[config.mk]
export PLATFORM = sky130hd
export DESIGN_NAME = fetch_unit
export DESIGN_NICKNAME = d
export VERILOG_FILES = /design/src/rtl/yarc_pkg.sv /design/src/rtl/fetch_fifo.sv /design/src/rtl/fetch_unit.sv
export SDC_FILE = /design/constraint.sdc
export NUM_CORES = 1
export LEC_CHECK = 0
export CORE_MARGIN = 5
export CORE_UTILIZATION = 40
export DETAILED_ROUTE_END_ITERATION = 10
export SLEW_MARGIN = 20
export SYNTH_ARGS = -nofsm -noshare
export SYNTH_HDL_FRONTEND = slang
export SYNTH_HIERARCHICAL = 1
export SYNTH_SLANG_ARGS = --single-unit
[constraint.sdc]
create_clock -name clk -period 9.35 [get_ports clk]
set_clock_uncertainty 0.2 [all_clocks]
set_input_delay 2.3375 -clock clk [delete_from_list [all_inputs] [get_ports clk]]
set_output_delay 2.3375 -clock clk [all_outputs]
set_load 0.01 [all_outputs]
[src/rtl/yarc_pkg.sv]
// Shared definitions for the yarc front end: data width, NOP encoding,
// fetch state encoding and default reset PC.
package yarc_pkg;

  localparam int XLEN = 32;
  localparam logic [XLEN-1:0] NOP_INST     = 32'h0000_0013;
  localparam logic [XLEN-1:0] RESET_PC_DEF = 32'h0000_0000;

  typedef enum logic {
    FETCH = 1'b0,
    HALT  = 1'b1
  } fetch_state_e;

  // Sequential fetch address; wraps naturally at 2^32.
  function automatic logic [XLEN-1:0] pc_next(input logic [XLEN-1:0] pc);
    return pc + 32'd4;
  endfunction

endpackage

[src/rtl/fetch_fifo.sv]
// Synchronous FIFO with flush, used for the fetch instruction buffer and the
// in-flight PC tag queue. DEPTH must be a power of two.
module fetch_fifo #(
  parameter int DEPTH = 2,
  parameter int WIDTH = 32
) (
  input  logic                   clk,
  input  logic                   rst,
  input  logic                   flush,
  input  logic                   push,
  input  logic                   pop,
  input  logic [WIDTH-1:0]       wdata,
  output logic [WIDTH-1:0]       rdata,
  output logic                   full,
  output logic                   empty,
  output logic [$clog2(DEPTH):0] count
);

  localparam int PTR_W = $clog2(DEPTH);
  localparam int CNT_W = PTR_W + 1;

  logic [WIDTH-1:0] mem [DEPTH];
  logic [PTR_W-1:0] wr_ptr;
  logic [PTR_W-1:0] rd_ptr;
  logic [CNT_W-1:0] cnt;
  logic             do_push;
  logic             do_pop;

  assign empty   = (cnt == '0);
  assign full    = (cnt == CNT_W'(DEPTH));
  assign do_pop  = pop && !empty;
  // A push into a full FIFO is accepted when the head leaves in the same cycle.
  assign do_push = push && (!full || do_pop);
  assign rdata   = mem[rd_ptr];
  assign count   = cnt;

  always_ff @(posedge clk or negedge rst) begin
    if (!rst) begin
      wr_ptr <= '0;
      rd_ptr <= '0;
      cnt    <= '0;
    end else if (flush) begin
      wr_ptr <= '0;
      rd_ptr <= '0;
      cnt    <= '0;
    end else begin
      if (do_push) wr_ptr <= wr_ptr + PTR_W'(1);
      if (do_pop)  rd_ptr <= rd_ptr + PTR_W'(1);
      case ({do_push, do_pop})
        2'b10:   cnt <= cnt + CNT_W'(1);
        2'b01:   cnt <= cnt - CNT_W'(1);
        default: cnt <= cnt;
      endcase
    end
  end

  always_ff @(posedge clk) begin
    if (do_push && !flush) mem[wr_ptr] <= wdata;
  end

endmodule

[src/rtl/fetch_unit.sv]
// Instruction fetch stage: PC, credit-limited imem requests, tagged response
// buffer, redirect flush. Optional feature macro: IFETCH_MISALIGN_CHECK_EN.
module fetch_unit
  import yarc_pkg::*;
#(
  parameter logic [XLEN-1:0] RESET_PC  = RESET_PC_DEF,
  parameter int              BUF_DEPTH = 2
) (
  input  logic            clk,
  input  logic            rst,
  output logic            imem_req,
  output logic [XLEN-1:0] imem_addr,
  input  logic            imem_gnt,
  input  logic            imem_rvalid,
  input  logic [XLEN-1:0] imem_rdata,
  input  logic            redirect,
  input  logic [XLEN-1:0] redirect_pc,
  input  logic            stall,
  output logic            inst_valid,
  output logic [XLEN-1:0] inst,
  output logic [XLEN-1:0] inst_pc,
`ifdef IFETCH_MISALIGN_CHECK_EN
  output logic            misalign,
`endif
  output fetch_state_e    state_dbg
);

  // Handshake: a request is accepted in a cycle where imem_req && imem_gnt;
  // each accepted request gets exactly one imem_rvalid later, in order.
  // Decode consumes the head in any cycle where inst_valid && !stall.

  localparam int CNT_W = $clog2(BUF_DEPTH) + 1;
  localparam logic [CNT_W:0] DEPTH_L = (CNT_W+1)'(BUF_DEPTH);

  fetch_state_e      state_q, state_d;
  logic [XLEN-1:0]   pc_q, pc_d;
  logic [CNT_W-1:0]  drop_q, drop_d;
  logic [CNT_W-1:0]  in_flight;
  logic [CNT_W-1:0]  in_flight_nxt;
  logic [CNT_W-1:0]  occ;
  logic [CNT_W:0]    used;
  logic              tag_full, tag_empty;
  logic              buf_full, buf_empty;
  logic [XLEN-1:0]   tag_pc;
  logic [2*XLEN-1:0] buf_head;
  logic              grant, resp, keep, pop;

  assign inst_valid = !buf_empty;
  assign pop        = inst_valid && !stall;
  assign grant      = imem_req && imem_gnt;
  assign resp       = imem_rvalid && !tag_empty;
  assign keep       = resp && (drop_q == '0) && !redirect && (state_q == FETCH)
                      && (!buf_full || pop);
  assign imem_addr  = pc_q;
  assign state_dbg  = state_q;
  assign inst       = buf_empty ? NOP_INST : buf_head[XLEN-1:0];
  assign inst_pc    = buf_empty ? '0 : buf_head[2*XLEN-1:XLEN];

  // The slot vacated by this cycle's pop is reusable, which keeps a
  // 1-cycle-latency memory streaming at one word per cycle.
  always_comb begin
    used     = {1'b0, in_flight} + {1'b0, occ} - {{CNT_W{1'b0}}, pop};
    imem_req = rst && (state_q == FETCH) && !tag_full && (used < DEPTH_L);
    in_flight_nxt = in_flight + CNT_W'(grant) - CNT_W'(resp);
  end

  // Tag count equals the number of outstanding requests, dropped ones included.
  fetch_fifo #(.DEPTH(BUF_DEPTH), .WIDTH(XLEN)) u_tag_fifo (
    .clk   (clk),
    .rst   (rst),
    .flush (1'b0),
    .push  (grant),
    .pop   (resp),
    .wdata (pc_q),
    .rdata (tag_pc),
    .full  (tag_full),
    .empty (tag_empty),
    .count (in_flight)
  );

  fetch_fifo #(.DEPTH(BUF_DEPTH), .WIDTH(2*XLEN)) u_inst_buf (
    .clk   (clk),
    .rst   (rst),
    .flush (redirect),
    .push  (keep),
    .pop   (pop),
    .wdata ({tag_pc, imem_rdata}),
    .rdata (buf_head),
    .full  (buf_full),
    .empty (buf_empty),
    .count (occ)
  );

`ifdef IFETCH_MISALIGN_CHECK_EN
  logic misalign_d;
`endif

  always_comb begin
    state_d = state_q;
    pc_d    = pc_q;
    drop_d  = drop_q;
`ifdef IFETCH_MISALIGN_CHECK_EN
    misalign_d = misalign;
`endif
    if (grant) pc_d = pc_next(pc_q);
    if (resp && (drop_q != '0)) drop_d = drop_q - CNT_W'(1);
    if (redirect) begin
      // Everything outstanding after this cycle belongs to the old path.
      drop_d = in_flight_nxt;
`ifdef IFETCH_MISALIGN_CHECK_EN
      misalign_d = |redirect_pc[1:0];
      if (|redirect_pc[1:0]) begin
        state_d = HALT;
      end else begin
        state_d = FETCH;
        pc_d    = redirect_pc;
      end
`else
      pc_d = redirect_pc & ~32'h0000_0003;
`endif
    end
  end

  always_ff @(posedge clk or negedge rst) begin
    if (!rst) begin
      state_q <= FETCH;
      pc_q    <= RESET_PC;
      drop_q  <= '0;
    end else begin
      state_q <= state_d;
      pc_q    <= pc_d;
      drop_q  <= drop_d;
    end
  end

`ifdef IFETCH_MISALIGN_CHECK_EN
  always_ff @(posedge clk or negedge rst) begin
    if (!rst) misalign <= 1'b0;
    else      misalign <= misalign_d;
  end
`endif

endmodule

==> results_dict.tcl <==
set metrics [dict create \
    ctsResizeCount 0 \
    worst_ep_arrival_time_ps 4920 \
    synth_area_per_cell_um2 14.61 \
    dr.pass1.iters 5 \
    synth.area.top_cells "edfxtp_1 57%, dfrtp_1 10%, mux2_2 8.3%, nor2b_1 4.3%, mux2_1 2.5%" \
    hold_viol 0 \
    ys_types 55 \
    leakage_uw 0.004282 \
    layout_commonest_cell "edfxtp_1" \
    worst_pin_slew_ps 942.8 \
    crit_top_cell "clkdlybuf4s50_1" \
    ys_ff_latch 232 \
    drc 0 \
    finalMaxSlewViolations 0 \
    layout_common_cells "192 x edfxtp_1, 162 x clkdlybuf4s50_1, 74 x mux2_2, 69 x nor2b_1, 39 x dfrtp_1" \
    syn_area_um2 10040 \
    syn2layout_area_growth_pct 28.21 \
    synth_flop_cell "edfxtp_1" \
    final_net_count 943 \
    startpoint_type "input pin" \
    core_area_um2 24960 \
    path_class "in2out" \
    crit_slowest_cell "clkdlybuf4s50_1" \
    r2r-start "u_inst_buf/count[0]" \
    hpwl_um 14330 \
    synthCells 687 \
    r2r_end "u_tag_fifo/mem[1][22]" \
    fin_crit_ps 7461 \
    cts_buffers 25 \
    cts.sinks 232 \
    gr-total-overflow 0 \
    ys_seq_area_frac 0.6740 \
    required_ps 6810 \
    h-tree-depth 1 \
    clockBufferDepth 3 \
    drv_cap 0 \
    cts_tree "built" \
    grt_pass1_vias 6729 \
    min_to "u_inst_buf/mem[1][45]" \
    antenna_left 0 \
    min_from "u_tag_fifo/mem[1][13]" \
    antenna_cells 0 \
    cts_setup_buffers 0 \
    rsz0062_at_grt "no" \
    clockRootBuffer "clkbuf_16" \
    drive_above_1_share 0.1663 \
    initialDrtViolationCount 299 \
    die_area_um2 28370 \
    ys.warnings.count 6 \
    die_y_um 168.4 \
    clkTransAtPathRegs_ps 60 \
    via_count 6307 \
    die_w_um 168.4 \
    clkLatencyLatePin_ps 510 \
    fin_crit_sh 0.7980 \
    holdPathStages 1 \
    grt_max_degree 68 \
    ir_worst_vdd_v 0.00009809 \
    endpoint_kind "output port" \
    worst_hold_slack_ps 361.0 \
    grt_pass1_wl_um 35780 \
    io_buffers 163 \
    wl_um 22210 \
    power_density_nw_per_um2 181.0 \
    reg2regPathDepth 12 \
    worstPathMaxFanout 6 \
    antenna_found_initial 0 \
    hp-class "reg2reg" \
    outcome "finished, final reports clean" \
    final_util 0.5156 \
    synthArstFlopShare 0.1724 \
    synth.top_cell.area_share 0.5743 \
    synth_edf_count 192 \
    crit_path_max_incr_delay_ps 580 \
    initial_core_util 0.4022 \
    rows 58 \
    max_slew_margin 0.3715 \
    reg2reg_slack_ps 5000 \
    cts_hold_buf 0 \
    place.gp.congestion 0.8648 \
    tns_ps 0 \
    fillers 2115 \
    viasPerCell 5.195 \
    synth_top_cell_by_area "edfxtp_1" \
    setup_viol 0 \
    wl_per_cell_um 18.29 \
    track_usage 0.1554 \
    path_cells "clkdlybuf4s50_1 > nor2_1 > ha_1 > nand2b_1 > fa_1 > xnor2_1 > nor3_1 > clkdlybuf4s50_1" \
    fmax_mhz 134.0 \
    ioPinCount 169 \
]
-- metal layers --
metal	up-vias	track usage	part of all wire
met4	0	0.03740	0.016
met5	-	0	0
met3	35	0.03569	0.075
met2	250	0.2615	0.48
li1	2931	-	-
met1	3091	0.2057	0.43
-- per-stage QoR --
| step | setup slack (ps) | cells | total power (uW) | instance area [um2] |
|---|---|---|---|---|
| after global placement | 1851 | 1169 | 1386 | 12060 |
| after CTS | 1872 | 1214 | 2361 | 12870 |
| final | 1889 | 1214 | 2330 | 12870 |
| after global routing | 1677 | 1214 | 2422 | 12870 |
| after floorplan | 693.3 | 700 | 1285 | 10090 |
| after detailed placement | 1899 | 1169 | 1394 | 12060 |
-- critical path: cells and delay by family --
kind,cells,cell delay (ps)
xor+xnor,1,160
fa+ha+maj,2,720
buf+inv,2,1020
simple gates,3,680
-- registers in the layout (all words and copies together), names as in the netlist, 2 cells and up --
register and count:
drop_q 2, imem_addr 30, u_inst_buf/count 2, u_inst_buf/mem 128, u_tag_fifo/count 2, u_tag_fifo/mem 64
-- worst max-delay path by stage --
stage,to,slack (ps),from,cells past startpoint
3_5_place_dp,imem_req,1900,stall,8
2_1_floorplan,u_inst_buf/mem[1][0],690,imem_rvalid,5
4_1_cts,imem_req,1870,stall,8
3_3_place_gp,imem_req,1850,stall,8
6_report,imem_req,1890,stall,8
5_1_grt,imem_req,1680,stall,8
-- synthesized netlist by cell type, drive strengths merged, types with 15 or more instances --
cell type / count
inv: 19
dfrtp: 40
buf: 18
mux2: 98
a31oi: 16
edfxtp: 192
o21ai: 26
or4: 16
nor2b: 73
clkbuf: 15
nor2: 27
nand3: 21
nand2: 22
-- power by group --
group	leakage [uW]	internal, uW	total (uW)	switching (uW)
Sequential	0.00220	1150	1190	38.1
Combinational	0.00169	94.9	182	87.0
Clock	0.000395	571	957	386
-- logic make-up (layout without fill, tap and decap cells) --
kind of cell	count (synthesis)	count (layout)	share of synthesized area
AND/OR/NAND/NOR	213	213	0.1241
other	1	14	0.0003735
multiplexers	99	99	0.1117
buffers and inverters	53	237	0.02393
XOR/XNOR	13	13	0.01134
AO/OA/AOI/OAI	69	69	0.04512
flip-flops	232	232	0.6740
adder cells (fa/ha/maj)	7	7	0.009471
-- area by class of cell --
type | instances | area [um2] | share of cell area
well taps | 330 | 412.9 | 0.03208
repair buffers | 172 | 1697 | 0.1318
multi-input cells | 415 | 3109 | 0.2415
flip-flops and latches | 232 | 6768 | 0.5258
clock inverters | 14 | 132.6 | 0.01030
clock buffers | 31 | 678.2 | 0.05268
inverters | 20 | 75.07 | 0.005832
(Power assumes the default switching activity.)
